==> config.mk <==
export PLATFORM = sky130hd
export DESIGN_NAME = muldiv_sequencer_flat
export DESIGN_NICKNAME = d
export VERILOG_FILES = /design/src/rtl/muldiv_sequencer_if.sv /design/src/rtl/muldiv_sequencer.sv /design/src/flat_wrapper.sv
export SDC_FILE = /design/constraint.sdc
export NUM_CORES = 1
export LEC_CHECK = 0
export CELL_PAD_IN_SITES_DETAIL_PLACEMENT = 1
export CELL_PAD_IN_SITES_GLOBAL_PLACEMENT = 1
export CORE_MARGIN = 8
export CORE_UTILIZATION = 42
export DETAILED_ROUTE_END_ITERATION = 10
export GPL_ROUTABILITY_DRIVEN = 1
export PLACE_DENSITY = 0.85
export RECOVER_POWER = 25
export SYNTH_ARGS = -nofsm -noshare
export SYNTH_HDL_FRONTEND = slang
export SYNTH_SLANG_ARGS = --single-unit
==> constraint.sdc <==
create_clock -name clock -period 9.7 [get_ports clock]
set_input_delay 1.94 -clock clock [delete_from_list [all_inputs] [get_ports clock]]
set_output_delay 1.94 -clock clock [all_outputs]
set_load 0.005 [all_outputs]
==> src/rtl/muldiv_sequencer_if.sv <==
// Command/result bundle between the execute stage and the multiply/divide sequencer.
interface muldiv_sequencer_if #(
    parameter int WIDTH = 32
);
    logic             start;
    logic [1:0]       op;
    logic [WIDTH-1:0] src_a;
    logic [WIDTH-1:0] src_b;
    logic             hi_we;
    logic             lo_we;
    logic [WIDTH-1:0] wr_data;
    logic             busy;
    logic             done;
    logic             div_by_zero;
    logic [WIDTH-1:0] hi;
    logic [WIDTH-1:0] lo;

    modport master (
        output start, op, src_a, src_b, hi_we, lo_we, wr_data,
        input  busy, done, div_by_zero, hi, lo
    );

    modport slave (
        input  start, op, src_a, src_b, hi_we, lo_we, wr_data,
        output busy, done, div_by_zero, hi, lo
    );
endinterface

==> src/rtl/muldiv_sequencer.sv <==
// Radix-2 iterative MULT/MULTU/DIV/DIVU sequencer that owns the HI/LO register pair.
// Optional MULDIV_EARLY_OUT_EN: multiplies stop once the remaining multiplier bits are all zero.
module muldiv_sequencer #(
    parameter int WIDTH = 32
) (
    input logic               clock,
    input logic               reset,
    muldiv_sequencer_if.slave bus
);
    localparam int CW = $clog2(WIDTH + 1);
`ifdef MULDIV_EARLY_OUT_EN
    localparam bit EARLY_OUT = 1'b1;
`else
    localparam bit EARLY_OUT = 1'b0;
`endif

    typedef enum logic [2:0] {S_IDLE, S_PREP, S_CALC, S_FIX, S_DONE} state_t;

    state_t             state_q, state_d;
    logic [1:0]         op_q, op_d;
    logic               sign_a_q, sign_a_d, sign_b_q, sign_b_d;
    logic [2*WIDTH-1:0] acc_q, acc_d;   // product, or {remainder, quotient}
    logic [2*WIDTH-1:0] opa_q, opa_d;   // shifted multiplicand, or divisor
    logic [WIDTH-1:0]   opb_q, opb_d;   // multiplier bits not yet consumed
    logic [CW-1:0]      cnt_q, cnt_d;
    logic [WIDTH-1:0]   hi_q, hi_d, lo_q, lo_d;
    logic               div_by_zero_q, div_by_zero_d;

    logic is_div, is_signed;
    assign is_div    = op_q[1];
    assign is_signed = ~op_q[0];

    // opa_q/opb_q still hold the raw operands while in PREP
    logic [WIDTH-1:0] abs_a, abs_b;
    always_comb begin
        // NOTE: every always_comb output gets a default first so no path leaves it unassigned (no latch).
        abs_a = opa_q[WIDTH-1:0];
        abs_b = opb_q;
        if (is_signed && opa_q[WIDTH-1]) abs_a = -opa_q[WIDTH-1:0];
        if (is_signed && opb_q[WIDTH-1]) abs_b = -opb_q;
    end

    // One radix-2 iteration; PREP performs the first one on the fresh magnitudes
    logic [2*WIDTH-1:0] in_acc, in_opa, step_acc, step_opa;
    logic [WIDTH-1:0]   in_opb, step_opb;
    logic [WIDTH:0]     div_shift, div_diff;
    logic [CW-1:0]      cnt_next;
    logic               last_iter;

    always_comb begin
        in_acc   = acc_q;
        in_opa   = opa_q;
        in_opb   = opb_q;
        cnt_next = cnt_q - CW'(1);
        if (state_q == S_PREP) begin
            in_acc   = is_div ? {{WIDTH{1'b0}}, abs_a} : '0;
            in_opa   = {{WIDTH{1'b0}}, (is_div ? abs_b : abs_a)};
            in_opb   = abs_b;
            cnt_next = CW'(WIDTH - 1);
        end
        div_shift = in_acc[2*WIDTH-1:WIDTH-1];
        div_diff  = div_shift - {1'b0, in_opa[WIDTH-1:0]};
        if (is_div) begin
            step_acc = {(div_diff[WIDTH] ? div_shift[WIDTH-1:0] : div_diff[WIDTH-1:0]),
                        in_acc[WIDTH-2:0], ~div_diff[WIDTH]};
            step_opa = in_opa;
        end else begin
            step_acc = in_acc + (in_opb[0] ? in_opa : '0);
            step_opa = in_opa << 1;
        end
        step_opb  = in_opb >> 1;
        last_iter = (cnt_next == '0) || (EARLY_OUT && !is_div && (step_opb == '0));
    end

    // Sign correction applied on the way into HI/LO
    logic [2*WIDTH-1:0] prod_fix;
    logic [WIDTH-1:0]   fix_hi, fix_lo;
    always_comb begin
        prod_fix = (sign_a_q ^ sign_b_q) ? -acc_q : acc_q;
        fix_hi   = prod_fix[2*WIDTH-1:WIDTH];
        fix_lo   = prod_fix[WIDTH-1:0];
        if (is_div) begin
            fix_lo = (sign_a_q ^ sign_b_q) ? -acc_q[WIDTH-1:0] : acc_q[WIDTH-1:0];
            fix_hi = sign_a_q ? -acc_q[2*WIDTH-1:WIDTH] : acc_q[2*WIDTH-1:WIDTH];
        end
    end

    always_comb begin
        state_d       = state_q;
        op_d          = op_q;
        sign_a_d      = sign_a_q;
        sign_b_d      = sign_b_q;
        acc_d         = acc_q;
        opa_d         = opa_q;
        opb_d         = opb_q;
        cnt_d         = cnt_q;
        hi_d          = hi_q;
        lo_d          = lo_q;
        div_by_zero_d = div_by_zero_q;
        case (state_q)
            S_IDLE: begin
                if (bus.start) begin
                    op_d          = bus.op;
                    opa_d         = {{WIDTH{1'b0}}, bus.src_a};
                    opb_d         = bus.src_b;
                    div_by_zero_d = 1'b0;
                    state_d       = S_PREP;
                end else begin
                    if (bus.hi_we) hi_d = bus.wr_data;
                    if (bus.lo_we) lo_d = bus.wr_data;
                end
            end
            S_PREP: begin
                sign_a_d = is_signed & opa_q[WIDTH-1];
                sign_b_d = is_signed & opb_q[WIDTH-1];
                if (is_div && (opb_q == '0)) begin
                    div_by_zero_d = 1'b1;
                    hi_d          = opa_q[WIDTH-1:0];
                    lo_d          = '1;
                    state_d       = S_DONE;
                end else begin
                    acc_d   = step_acc;
                    opa_d   = step_opa;
                    opb_d   = step_opb;
                    cnt_d   = cnt_next;
                    state_d = last_iter ? S_FIX : S_CALC;
                end
            end
            S_CALC: begin
                acc_d   = step_acc;
                opa_d   = step_opa;
                opb_d   = step_opb;
                cnt_d   = cnt_next;
                state_d = last_iter ? S_FIX : S_CALC;
            end
            S_FIX: begin
                hi_d    = fix_hi;
                lo_d    = fix_lo;
                state_d = S_DONE;
            end
            S_DONE:  state_d = S_IDLE;
            default: state_d = S_IDLE;
        endcase
    end

    always_ff @(posedge clock or negedge reset) begin
        // NOTE: state uses non-blocking assignments only; every flop, datapath included, clears on reset.
        if (!reset) begin
            state_q       <= S_IDLE;
            op_q          <= '0;
            sign_a_q      <= 1'b0;
            sign_b_q      <= 1'b0;
            acc_q         <= '0;
            opa_q         <= '0;
            opb_q         <= '0;
            cnt_q         <= '0;
            hi_q          <= '0;
            lo_q          <= '0;
            div_by_zero_q <= 1'b0;
        end else begin
            state_q       <= state_d;
            op_q          <= op_d;
            sign_a_q      <= sign_a_d;
            sign_b_q      <= sign_b_d;
            acc_q         <= acc_d;
            opa_q         <= opa_d;
            opb_q         <= opb_d;
            cnt_q         <= cnt_d;
            hi_q          <= hi_d;
            lo_q          <= lo_d;
            div_by_zero_q <= div_by_zero_d;
        end
    end

    assign bus.busy        = (state_q != S_IDLE);
    assign bus.done        = (state_q == S_DONE);
    assign bus.div_by_zero = div_by_zero_q;
    assign bus.hi          = hi_q;
    assign bus.lo          = lo_q;
endmodule

==> src/flat_wrapper.sv <==
// flat-port wrapper written by rule: the top's interface ports become plain ports
module muldiv_sequencer_flat 
#(
    parameter int WIDTH = 32
)
  (clock, reset, bus_start, bus_op, bus_src_a, bus_src_b, bus_hi_we, bus_lo_we, bus_wr_data, bus_busy, bus_done, bus_div_by_zero, bus_hi, bus_lo);
  muldiv_sequencer_if #(.WIDTH(WIDTH)) bus_i ();
  input logic clock;
  input logic reset;
  input wire logic [$bits(bus_i.start)-1:0] bus_start;
  input wire logic [$bits(bus_i.op)-1:0] bus_op;
  input wire logic [$bits(bus_i.src_a)-1:0] bus_src_a;
  input wire logic [$bits(bus_i.src_b)-1:0] bus_src_b;
  input wire logic [$bits(bus_i.hi_we)-1:0] bus_hi_we;
  input wire logic [$bits(bus_i.lo_we)-1:0] bus_lo_we;
  input wire logic [$bits(bus_i.wr_data)-1:0] bus_wr_data;
  output wire logic [$bits(bus_i.busy)-1:0] bus_busy;
  output wire logic [$bits(bus_i.done)-1:0] bus_done;
  output wire logic [$bits(bus_i.div_by_zero)-1:0] bus_div_by_zero;
  output wire logic [$bits(bus_i.hi)-1:0] bus_hi;
  output wire logic [$bits(bus_i.lo)-1:0] bus_lo;
  assign bus_i.start = bus_start;
  assign bus_i.op = bus_op;
  assign bus_i.src_a = bus_src_a;
  assign bus_i.src_b = bus_src_b;
  assign bus_i.hi_we = bus_hi_we;
  assign bus_i.lo_we = bus_lo_we;
  assign bus_i.wr_data = bus_wr_data;
  assign bus_busy = bus_i.busy;
  assign bus_done = bus_i.done;
  assign bus_div_by_zero = bus_i.div_by_zero;
  assign bus_hi = bus_i.hi;
  assign bus_lo = bus_i.lo;
  muldiv_sequencer #(.WIDTH(WIDTH)) u_core (.clock(clock), .reset(reset), .bus(bus_i));
endmodule
==> qor.json <==
{
  "grt_start_max_net_pins": 144,
  "setup-violations-final": 0,
  "die_y_um": 246.6,
  "post_cts_hold_buffer_count": 0,
  "numCtsBuffers": 34,
  "clock_sink_count": 238,
  "fin_worst_skew_ns": 0.03569,
  "grt_pass1_wl_um": 159400,
  "grt_antenna_before_repair": 8,
  "tightestPinTransition_ns": 5.764,
  "rsz0062_at_grt": "false",
  "drive_above_1_share": 0.05468,
  "grt_pass1_vias": 25120,
  "postRouteWirelength_um": 107000,
  "post_drt_wl_per_cell_um": 28.71,
  "startpoint_type": "flop",
  "die_w_um": 246.6,
  "detailed_router_s_first_iteration_violation_count": 2371,
  "gr-total-overflow": 0,
  "report.final.slew_viol_count": 148,
  "nets": 3215,
  "cts_max_level": 2,
  "grt_busiest_layer": "met2",
  "number_of_library_cell_types_mapped_by_synthesis": 101,
  "reg2reg_depth": 19,
  "status": "complete, but fails checks",
  "async_flop_share": 1.000,
  "stdcell_area_um2": 25470,
  "critical_path_peak_fanout": 143,
  "hpwlAfterDp_um": 80100,
  "final_util": 0.4847,
  "timing.final.crit_share": 0.8296,
  "antenna_violating_nets_post_route": 0,
  "setup.worst_path.end_class": "flop",
  "syn_nets": 3208,
  "clock_tree.root_cell": "clkbuf_16",
  "row_count": 84,
  "gp_congestion": 1.093,
  "final_layout_setup_total_negative_slack_ns": 0,
  "min_delay_path_depth": 2,
  "max_clock_freq_ghz": 0.1243,
  "synth-seq-cells": 238,
  "post_cts_buffers": 0,
  "reg_to_reg_slack_setup_ns": 1.65,
  "synth-edff-count": 0,
  "cts.clk_slew.worst_paths_ns": 0.06,
  "postLayoutSetupSlackWorst_ns": 1.653,
  "drc_errors": 0,
  "insertion_delay_ns": 0.58,
  "groute.layer.met1.usage": 0.4153,
  "synth_sequential_area_ratio": 0.2666,
  "number_of_vias_in_the_routed_layout": 24840,
  "syn_inst": 3004,
  "dpl_worst_slack_ns": 2.423,
  "groute.usage.overall": 0.3402,
  "slew-limit-headroom": -2.842,
  "iteration_count_of_the_initial_detailed_routing_pass": 6,
  "yosys_warnings": 0,
  "failed_checks": "capacitance limit, slew limit",
  "io_buffer_count": 169,
  "postSynth.topFlopCell": "dfrtp_1",
  "gr-usage-met3": 0.08804,
  "post_cts_resized": 0,
  "setup.worst_path.class": "reg2reg",
  "cap_viol_max_count": 2,
  "worstPathArrival_ns": 8.48,
  "cts_max_path_buffers": 3,
  "flow.area_growth_from_synthesis_pct": 14.03,
  "grt_util_met2": 0.5290,
  "final-hold-violation-count": 0,
  "detailed_place.area_um2": 24290,
  "design.core.area_um2": 52550,
  "boundaryPins": 170,
  "summed_instance_area_of_the_synthesized_netlist_um2": 22340,
  "fp.dieArea_um2": 60820,
  "period_minus_slack_ns": 8.047,
  "timing.critical_path.required_ns": 10.13,
  "starting_density": 0.4251,
  "min_delay_worst_type": "reg2reg",
  "cts_tree": "built",
  "routed_via_density": 6.666,
  "synthesis.area_per_instance_um2": 7.436
}
[metrics by stage]
| stage | cells | hold WS [ns] |
|---|---|---|
| final | 3726 | 0.4840 |
| after global routing | 3724 | 0.4967 |
| after CTS | 3724 | 0.4862 |
| after detailed placement | 3663 | 0.4747 |
| after global placement | 3663 | 0.4619 |
| after floorplan | 3004 | 0.4517 |
[kinds of logic (layout without fill, tap and decap cells)]
kind of cell             count (synthesis)  after routing  share of synthesized area
AND/OR/NAND/NOR                       1058           1058                     0.2214
AO/OA/AOI/OAI                         1040           1040                     0.2891
buffers and inverters                  301            333                    0.05702
flip-flops                             238            238                     0.2666
XOR/XNOR                               208            208                    0.08156
adder cells (fa/ha/maj)                101            101                    0.05725
multiplexers                            58             58                    0.02705
other                                    0              2                          0
[critical path: stages, from the launching register on]
cell and delay, ns:
dfrtp_2 0.34, buf_4 0.55, or3b_1 1.49, buf_12 0.55, nor3_1 0.12, a21oi_1 0.14
o21ai_0 0.09, nor2_1 0.80, nor2_1 0.22, ha_1 0.54, and4_1 0.26, nand3_1 0.08
a211oi_1 0.38, o21ai_0 0.23, o211ai_1 0.62, a31oi_1 0.37, o31a_1 0.41, o21ai_0 0.21
xnor2_1 0.10, a221o_1 0.31
[layout by cell type, fill, tap and decap left out, types with 36 or more instances in the layout]
master             n
o31ai_1           37
nand3_1           54
nor2_1           300
ha_1              99
dfrtp_1          236
o21ai_0          290
and2_1            37
buf_4             36
inv_1             61
a21o_1            49
nor3_1            75
nand2_1          356
and3_1            45
a211oi_1          58
a22o_1            42
a21oi_1          299
o22ai_1           49
clkdlybuf4s50_1  167
xor2_1           100
xnor2_1          106
mux2i_1           39
[state kept, by name, summed over array words and instances (netlist names)]
signal                  count
u_core.opb_q               32
u_core.sign_a_q             1
u_core.bus.div_by_zero      1
u_core.state_q              3
u_core.bus.lo              32
u_core.opa_q               64
u_core.cnt_q                6
u_core.sign_b_q             1
u_core.op_q                 2
u_core.bus.hi              32
u_core.acc_q               64
[path summary, 6_finish.rpt]
path	to	startpoint
setup reg to reg	u_core.acc_q[61]	u_core.state_q[1]
max in group asynchronous	u_core.state_q[1]	reset
hold / removal	u_core.bus.lo[30]	u_core.bus.lo[30]
setup / recovery	u_core.acc_q[61]	u_core.state_q[1]
hold reg to reg	u_core.bus.lo[30]	u_core.bus.lo[30]
min in group asynchronous	u_core.bus.hi[11]	reset
[Yosys cell counts (all sizes together), types with 35 or more instances]
cell      n  share of area
o21ai   298          0.067
and2     38          0.011
mux2i    39          0.017
inv      63          0.011
and3     45          0.013
nand2   356          0.060
dfrtp   238           0.27
o22ai    49          0.014
o31ai    37          0.012
xor2    101          0.040
nor3     75          0.017
nand4    35         0.0098
a22o     42          0.016
clkbuf  190          0.034
ha       99          0.055
buf      45          0.011
xnor2   107          0.042
nand3    54          0.012
a211oi   58          0.019
nor2    303          0.051
a21o     49          0.016
a21oi   303          0.068
[metal layers]
layer  up-vias  routed length, um
li1      10870                  -
met1     12180              40950
met2      1369              46670
met3       406              11110
met4         8               8202
met5         -                 52
[final cells by class]
cell class | instances | area, um^2
clock inverters | 11 | 167.7
diodes | 2 | 5.005
inverters | 64 | 245.2
flip-flops and latches | 238 | 5961
repair buffers | 208 | 2016
multi-input cells | 2465 | 15200
well taps | 688 | 860.8
clock buffers | 50 | 1012
fillers | 6465 | 27080
Power is not shown: default switching activity piles up to over one toggle a cycle in this logic, so the estimate is an artifact.
